$ cat src/rtl/seg_cmd_ctrl.sv
// Purpose : parse opcode/payload SPI byte frames and commit them atomically to the 4-digit display; local BCD seconds counter.
// Latency : a commit or tick increment appears on the outputs 1 clk after the final byte / tick_1s cycle.
// Backpressure: none. Every rx_valid byte seen while cs_n is low is consumed; stalls mid-command end in a TIMEOUT abort.
//
// Ports:
//   clk, rst            system clock, asynchronous active-high reset
//   rx_valid, rx_byte   byte strobe and data from the SPI slave
//   cs_n                synchronized chip select (high = no frame)
//   tick_1s             one-cycle pulse per second (counter mode only)
//   digit0..digit3      display nibbles, digit0 is least significant
//   colon               00 colon, 01 decimal point, 11 none
//   count_mode          0 host mode, 1 local counter mode
//   busy                command partially received
//   frame_err           one-cycle pulse on abort or illegal opcode
module seg_cmd_ctrl #(
    parameter logic [15:0] TIMEOUT = 16'd50000
) (
    input  logic       clk,
    input  logic       rst,
    input  logic       rx_valid,
    input  logic [7:0] rx_byte,
    input  logic       cs_n,
    input  logic       tick_1s,
    output logic [3:0] digit0,
    output logic [3:0] digit1,
    output logic [3:0] digit2,
    output logic [3:0] digit3,
    output logic [1:0] colon,
    output logic       count_mode,
    output logic       busy,
    output logic       frame_err
);

    typedef enum logic [1:0] {
        S_IDLE,
        S_PAY1,
        S_PAY2,
        S_DISCARD
    } state_t;

    state_t      r_state;
    logic [1:0]  r_op;        // low two bits of the opcode: 1 digits, 2 colon, 3 mode
    logic [7:0]  r_p1;        // shadow for the first SET_DIGITS payload byte
    logic [15:0] r_tmo;
    logic [15:0] r_digits;
    logic [1:0]  r_colon;
    logic        r_mode;
    logic        r_ferr;

    logic        w_acc;
    logic        w_busy;
    logic        w_tmo;
    logic        w_dig_commit;
    logic [15:0] w_tick_val;

    // Increment as a 4-digit BCD counter. A nibble above 9 behaves as 9,
    // so it rolls to 0 and carries; 9999 wraps to 0000.
    function automatic logic [15:0] bcd_inc(input logic [15:0] d);
        logic [15:0] res;
        logic        carry;
        res   = d;
        carry = 1'b1;
        for (int i = 0; i < 4; i++) begin
            if (carry) begin
                if (d[i*4 +: 4] >= 4'd9) begin
                    res[i*4 +: 4] = 4'd0;
                end else begin
                    res[i*4 +: 4] = d[i*4 +: 4] + 4'd1;
                    carry         = 1'b0;
                end
            end
        end
        return res;
    endfunction

    assign w_acc      = rx_valid & ~cs_n;
    assign w_busy     = (r_state == S_PAY1) || (r_state == S_PAY2);
    assign w_tmo      = (r_tmo == TIMEOUT);
    assign w_tick_val = bcd_inc(r_digits);

    // Host writes of the digits take priority over a coincident tick.
    assign w_dig_commit = w_acc &&
                          (((r_state == S_IDLE) && (rx_byte == 8'h04)) ||
                           (r_state == S_PAY2));

    always_ff @(posedge clk or posedge rst) begin
        if (rst) begin
            r_state  <= S_IDLE;
            r_op     <= 2'd0;
            r_p1     <= 8'h00;
            r_tmo    <= 16'd0;
            r_digits <= 16'h0000;
            r_colon  <= 2'b11;
            r_mode   <= 1'b0;
            r_ferr   <= 1'b0;
        end else begin
            r_ferr <= 1'b0;

            if (r_mode && tick_1s && !w_dig_commit) begin
                r_digits <= w_tick_val;
            end

            // A byte that lands on the expiry cycle wins: it is accepted and
            // the counter restarts.
            if (w_acc || !w_busy) begin
                r_tmo <= 16'd0;
            end else begin
                r_tmo <= r_tmo + 16'd1;
            end

            case (r_state)
                S_IDLE: begin
                    if (w_acc) begin
                        case (rx_byte)
                            8'h01, 8'h02, 8'h03: begin
                                r_op    <= rx_byte[1:0];
                                r_state <= S_PAY1;
                            end
                            8'h04: begin
                                r_digits <= 16'h0000;
                            end
                            default: begin
                                r_ferr  <= 1'b1;
                                r_state <= S_DISCARD;
                            end
                        endcase
                    end
                end
                S_PAY1: begin
                    if (w_acc) begin
                        if (r_op == 2'd1) begin
                            r_p1    <= rx_byte;
                            r_state <= S_PAY2;
                        end else begin
                            if (r_op == 2'd2) begin
                                r_colon <= rx_byte[1:0];
                            end else begin
                                r_mode <= rx_byte[0];
                            end
                            r_state <= S_IDLE;
                        end
                    end else if (cs_n || w_tmo) begin
                        r_ferr  <= 1'b1;
                        r_state <= S_IDLE;
                    end
                end
                S_PAY2: begin
                    if (w_acc) begin
                        r_digits <= {r_p1, rx_byte};
                        r_state  <= S_IDLE;
                    end else if (cs_n || w_tmo) begin
                        r_ferr  <= 1'b1;
                        r_state <= S_IDLE;
                    end
                end
                S_DISCARD: begin
                    if (cs_n) begin
                        r_state <= S_IDLE;
                    end
                end
                default: r_state <= S_IDLE;
            endcase
        end
    end

    assign digit0     = r_digits[3:0];
    assign digit1     = r_digits[7:4];
    assign digit2     = r_digits[11:8];
    assign digit3     = r_digits[15:12];
    assign colon      = r_colon;
    assign count_mode = r_mode;
    assign busy       = w_busy;
    assign frame_err  = r_ferr;

endmodule

$ cat config.mk
export PLATFORM = sky130hd
export DESIGN_NAME = seg_cmd_ctrl
export DESIGN_NICKNAME = d
export VERILOG_FILES = /design/src/rtl/seg_cmd_ctrl.sv
export SDC_FILE = /design/constraint.sdc
export NUM_CORES = 1
export LEC_CHECK = 0
export CORE_ASPECT_RATIO = 1.4
export CORE_UTILIZATION = 25
export DETAILED_ROUTE_END_ITERATION = 8
export GPL_ROUTABILITY_DRIVEN = 0
export GPL_TIMING_DRIVEN = 0
export HOLD_SLACK_MARGIN = 0.12
export SLEW_MARGIN = 20
export SYNTH_ARGS = -nofsm -noshare
export SYNTH_HDL_FRONTEND = slang
export SYNTH_SLANG_ARGS = --single-unit
$ cat constraint.sdc
create_clock -name clk -period 4.2 [get_ports clk]
set_input_delay 1.26 -clock clk [delete_from_list [all_inputs] [get_ports clk]]
set_output_delay 1.26 -clock clk [all_outputs]
set_load 0.005 [all_outputs]
==> results.ini, run 1 <==
[critical_path]
end_kind = flip-flop
criticalPathCategory = in2reg
max_stage_delay_ns = 0.61
crit_arrival_ns = 3.43
required_ns = 4.38
path_cells = clkdlybuf4s50_1, or4_4, or3_4, buf_6, a31oi_1, nor2_1, o21a_1
startpoint_type = input port
critPathMaxFanout = 10
cpMaxStageDelayCell = or4_4

[die]
rows = 45
core_um2 = 10800
die_h_um = 126
die_width_um = 90.8
io_pins = 34
die_area_um2 = 11500
start_util_pct = 25.5

[finish]
layout_commonest_cell = dfrtp_1
final_cell_area_um2 = 3460
final_cell_mix = 46 x dfrtp_1, 33 x clkdlybuf4s50_1, 27 x nand2_1, 27 x nor2_1, 20 x ha_1
nNetsFinal = 352
drive_above_1_share_pct = 11.6
synthToLayoutAreaGrowth_pct = 25.4
antennaDiodeCount = 0

[synthesis]
synth_compound_area_share_pct = 10.1
synth_nets = 311
synth_edf_count = 0
synth_area_per_cell_um2 = 9.93
synth.top_cells.by_area = dfrtp_1 42%, ha_1 9.1%, mux2_2 5.3%, nand2_1 3.7%, nor2_1 3.7%
ys_warn_count = 0
synthFlopType = dfrtp_1
yosys.area.top_type_share_pct = 41.7
synth_area_um2 = 2760
muxShareOfSynthArea_pct = 6.75
yosysSeqAreaShare_pct = 43.6
synth_cell_types = 51
yosys.area_share.simple_pct = 21.7
synthCells = 278
yosysTopAreaCell = dfrtp_1
synth.ff_latch_count = 48
synth-adder-area-share_pct = 9.06
synthArstFlopShare_pct = 100
synth_top_family_by_area = simple AND/OR/NAND/NOR gates
synth_xor_area_share_pct = 4.76

[clock_tree]
clkTransAtPathRegs_ns = 0.07
htree_num_levels = 2
cts_buffers = 5
post-cts-setup-buffer-count = 0
cts_buffer_depth = 2
cts_tree = built
clock_latency_ns = 0.29
hold_buffers = 0
clock-sinks = 48
clockRootBuffer = clkbuf_16
post_cts_resize_count = 0

[routing]
antenna_left = 0
drc = 0
wl_per_cell_um = 13.7
wl_mm = 6.29
drt_iter0_markers = 93
vias_per_cell = 4.66
drt_first_pass_iters = 4
via_count = 2146

[timing]
max_slew.worst_pin.slew_ns = 0.596
finClkSkew_ns = 0.00723
drv_slew = 0
slew_headroom_pct = 60.2
fin_crit_ns = 3.25
finalHoldViolations = 0
period_share_pct = 77.5
max_freq_mhz = 307
setup_viol = 0
rsz0062_at_grt = false
finalSetupTns_ns = 0

[global_routing]
grt.busiest_layer = met2
grt_overflow = 0
grt_max_degree = 27
antenna_found_initial = 0
use_met3_pct = 2.34
grtUsageMet1_pct = 13.2
grt_usage_pct = 11.7
grt_pass1_vias = 2214
grt_pass1_wl_mm = 10.8
grt_use_met2_pct = 22.1

[pwr]
leakage_uw = 0.00148
p_per_area_nw_per_um2 = 487
finalPower_uw = 1690
ir_drop_mv = 0.205

[place]
port_buffers = 33
postPlaceCellArea_um2 = 3300
dp_hpwl_mm = 4.93

[run_status]
status = complete, no violations

[worst_hold_path]
worstHoldPathType = reg2reg

[run]
cap_violations = 0

## report_power, final
part	leakage, µW	internal (µW)	switching (µW)
Sequential	0.000640	548	94.5
Combinational	0.000763	307	288
Clock	0.0000798	280	170
Total	0.00148	1130	553
## Yosys cell counts (3+ instances only)
| cell type | n |
|---|---|
| a21oi_1 | 7 |
| a41oi_1 | 3 |
| and3_1 | 3 |
| clkbuf_1 | 4 |
| dfrtp_1 | 46 |
| ha_1 | 20 |
| inv_1 | 20 |
| mux2_2 | 13 |
| mux2i_1 | 4 |
| nand2_1 | 27 |
| nand3_1 | 14 |
| nand4_1 | 3 |
| nor2_1 | 27 |
| nor3_1 | 4 |
| o21a_1 | 3 |
| o21ai_0 | 14 |
| o21ai_1 | 4 |
| or3_1 | 3 |
| xnor2_1 | 8 |
| xor2_1 | 7 |
## worst max-delay path: cells and delay by family
| kind | cells | cell delay, ns |
|---|---|---|
| buffers and inverters | 2 | 0.68 |
| AO/OA/AOI/OAI | 2 | 0.40 |
| AND/OR/NAND/NOR | 3 | 1.09 |
## registers in the layout (all words and copies together) (netlist names)
name	flops
count_mode	1
r_state	2
frame_err	1
r_op	2
r_digits	16
r_tmo	16
colon	2
r_p1	8
## logic make-up (layout without fill, tap and decap cells)
| group | Yosys count | in the layout |
|---|---|---|
| AOI/OAI and AO/OA | 44 | 44 |
| xor gates and xnor gates | 15 | 15 |
| adders and majority gates | 20 | 20 |
| buffers and inverters | 26 | 68 |
| DFF | 48 | 48 |
| muxes | 17 | 17 |
| and+or+nand+nor | 108 | 108 |
## area by class of cell
type / instances / area, µm²
multi-input combinational: 204 / 1450
sequential: 48 / 1200
clock inverter: 3 / 42.5
buffer: 6 / 37.5
inverter: 20 / 75.1
timing repair buffer: 34 / 358
clock buffer: 5 / 125
fill: 1147 / 7350
tap: 141 / 176
## per-stage QoR
| step | hold WS [ns] | worst slack [ns] | std cells | utilization [%] |
|---|---|---|---|---|
| floorplan | 0.444 | 1.37 | 278 | - |
| global placement | 0.464 | 0.661 | 452 | 30.2 |
| detailed placement | 0.468 | 0.644 | 453 | 30.5 |
| CTS | 0.488 | 0.936 | 461 | 32.0 |
| global route | 0.511 | 0.802 | 461 | 32.0 |
| finish | 0.485 | 0.946 | 461 | 32.0 |
## worst paths after layout
kind	start	endpoint	slack, ns	cells after the start
setup / recovery	rx_byte[1]	r_digits[3]$_DFF_PP0_	0.95	7
hold / removal	r_p1[7]$_DFFE_PP0P_	r_digits[15]$_DFF_PP0_	0.48	2
setup reg to reg	r_state[0]$_DFFE_PP0P_	r_digits[13]$_DFF_PP0_	1.87	8
hold reg to reg	r_p1[7]$_DFFE_PP0P_	r_digits[15]$_DFF_PP0_	0.48	2
max in group asynchronous	rst	colon[1]$_DFFE_PP1P_	2.21	3
min in group asynchronous	rst	r_digits[0]$_DFF_PP0_	1.39	2
## layer usage
layer / vias to the layer above / wire length (µm)
met1: 1056 / 2620
met3: 10 / 185
li1: 1049 / -
met2: 31 / 3390
met5: - / 0
met4: 0 / 90
Power figures use the tool's default switching activity.
==> inputs of run 2 (changes only) <==
clock period = 3.4 ns   (was 4.2 ns; I/O delays follow)
==> results of run 2 <==
Same layout as run 1 (identical final DEF). Status: complete, no violations.
Main changes from that run: setup slack after placement 0.644 ns -> 0.0839 ns; setup slack after layout 0.946 ns -> 0.386 ns; register-to-register setup slack 1.87 ns -> 1.07 ns; total power 1690 µW -> 2090 µW; worst IR drop on VDD 0.205 mV -> 0.253 mV
==> inputs of run 3 (changes only) <==
RECOVER_POWER = 50   (was unset)
==> run 3 against run 2 <==
Compared with the run above: wire length is 0.22% lower; combinational power is 2% lower; power is 0.79% lower.
==> results.ini, run 3 (synthesis gave the netlist of run 1 again) <==
[routing]
drc = 0  ; unchanged
drt_first_pass_iters = 4  ; unchanged
wl_per_cell_um = 13.6  ; -0.22%
vias_per_cell = 4.66  ; about the same
antenna_left = 0  ; unchanged
via_count = 2147  ; +0.047%
wl_mm = 6.28  ; -0.22%
drt_iter0_markers = 105  ; +13%

[critical_path]
required_ns = 3.58
crit_arrival_ns = 3.18
critPathMaxFanout = 10  ; unchanged
criticalPathCategory = in2reg
reg2reg_slack_ns = 1.06
end_kind = flip-flop
startpoint_type = input port

[timing]
drv_slew = 0  ; unchanged
period_share_pct = 88.3
fin_crit_ns = 3.00
finClkSkew_ns = 0.00696  ; -0.000264 ns
max_slew.worst_pin.slew_ns = 0.979  ; +0.383 ns
rsz0062_at_grt = false
finalHoldViolations = 0  ; unchanged
slew_headroom_pct = 34.6  ; -26 points
finalSetupTns_ns = 0  ; unchanged
setup_viol = 0  ; unchanged
max_freq_mhz = 333

[global_routing]
grt_pass1_vias = 2214  ; unchanged
grt_max_degree = 27  ; unchanged
grt_usage_pct = 11.7  ; unchanged
antenna_found_initial = 0  ; unchanged
grt_overflow = 0  ; unchanged
grt_pass1_wl_mm = 10.8  ; unchanged

[clock_tree]
clock_latency_ns = 0.29  ; about the same
cts_buffers = 5  ; unchanged
hold_buffers = 0  ; unchanged
clockRootBuffer = clkbuf_16
htree_num_levels = 2  ; unchanged
clock-sinks = 48  ; unchanged
post_cts_resize_count = 0  ; unchanged
clkTransAtPathRegs_ns = 0.07  ; about the same
cts_buffer_depth = 2  ; unchanged
cts_tree = built
post-cts-setup-buffer-count = 0  ; unchanged

[pwr]
leakage_uw = 0.00150  ; +0.95%
finalPower_uw = 2070
ir_drop_mv = 0.253
p_per_area_nw_per_um2 = 601

[die]
die_area_um2 = 11500  ; unchanged
rows = 45  ; unchanged
core_um2 = 10800  ; unchanged
io_pins = 34  ; unchanged
die_width_um = 90.8  ; unchanged
start_util_pct = 25.5  ; unchanged
die_h_um = 126  ; unchanged

[run_status]
status = complete, no violations

[finish]
final_cell_mix = 46 x dfrtp_1, 27 x nand2_1, 27 x nor2_1
multi_input_area_um2 = 1450  ; unchanged
synthToLayoutAreaGrowth_pct = 24.6
drive_above_1_share_pct = 11.3  ; -0.31 points
nNetsFinal = 352  ; unchanged
layout_commonest_cell = dfrtp_1
top_regs = r_digits: 16 flops, r_tmo: 16 flops, r_p1: 8 flops
regArea_um2 = 1200  ; unchanged
antennaDiodeCount = 0  ; unchanged
fillers = 1150  ; +0.26%

[worst_hold_path]
worstHoldPathType = reg2reg

[run]
cap_violations = 0  ; unchanged

[place]
dp_hpwl_mm = 4.93  ; unchanged
port_buffers = 33  ; unchanged

-- run 3: cell types whose count changed in the layout (fill, tap and decap cells not counted) --
| cell | previous run | this run |
|---|---|---|
| clkbuf_2 | 0 | 1 |
| buf_16 | 1 | 0 |
| inv_1 | 19 | 20 |
| inv_2 | 1 | 0 |
| dlygate4sd3_1 | 0 | 11 |
| clkdlybuf4s50_1 | 33 | 22 |
-- run 3: metal layers --
layer | GRT usage [%] | share of wire (%) | vias to the layer above
met2 | 22.1 | 54 | 36
met5 | 0 | 0 | -
li1 | - | - | 1052
met4 | 3.27 | 1.4 | 0
met1 | 13.2 | 42 | 1051
met3 | 2.34 | 3.4 | 8
-- run 3: layout make-up --
cell class	instances	area share [%]
multi-input cells	204	42.0
inverters	20	2.18
flip-flops and latches	48	35.0
well taps	141	5.13
plain buffers	6	1.09
clock inverters	3	1.24
repair buffers	34	9.75
clock buffers	5	3.64
-- run 3: report_power, final --
part | internal (µW) | leakage [µW] | switching (µW)
sequential | 677 | 0.000640 | 115
clock | 345 | 0.0000798 | 210
combinational | 365 | 0.000777 | 355
-- run 3: metrics by stage --
stage          setup slack, ns  util, %  hold slack [ns]  std cells  cell area (µm²)
6_report                 0.396     31.8            0.484        461             3440
2_1_floorplan            0.811        -            0.444        278             2760
3_3_place_gp             0.101     30.2            0.464        452             3270
4_1_cts                  0.376     32.0            0.488        461             3460
3_5_place_dp            0.0839     30.5            0.468        453             3300
5_1_grt                  0.242     31.8            0.511        461             3440
-- run 3: worst paths after layout --
| check | start | to | cells after the start |
|---|---|---|---|
| max in group asynchronous | rst | count_mode$_DFFE_PP0P_ | 3 |
| hold reg to reg | r_p1[5]$_DFFE_PP0P_ | r_digits[13]$_DFF_PP0_ | 2 |
| setup reg to reg | r_state[0]$_DFFE_PP0P_ | r_digits[13]$_DFF_PP0_ | 8 |
| min in group asynchronous | rst | r_digits[0]$_DFF_PP0_ | 2 |
| hold / removal | r_p1[5]$_DFFE_PP0P_ | r_digits[13]$_DFF_PP0_ | 2 |
| setup / recovery | rx_byte[1] | r_digits[3]$_DFF_PP0_ | 7 |
-- run 3: critical path: stages --
cell             delay [ns]
clkdlybuf4s50_1        0.53
or4_4                  0.61
or3_4                  0.39
buf_6                  0.15
a31oi_1                0.22
nor2_1                 0.08
o21a_1                 0.17
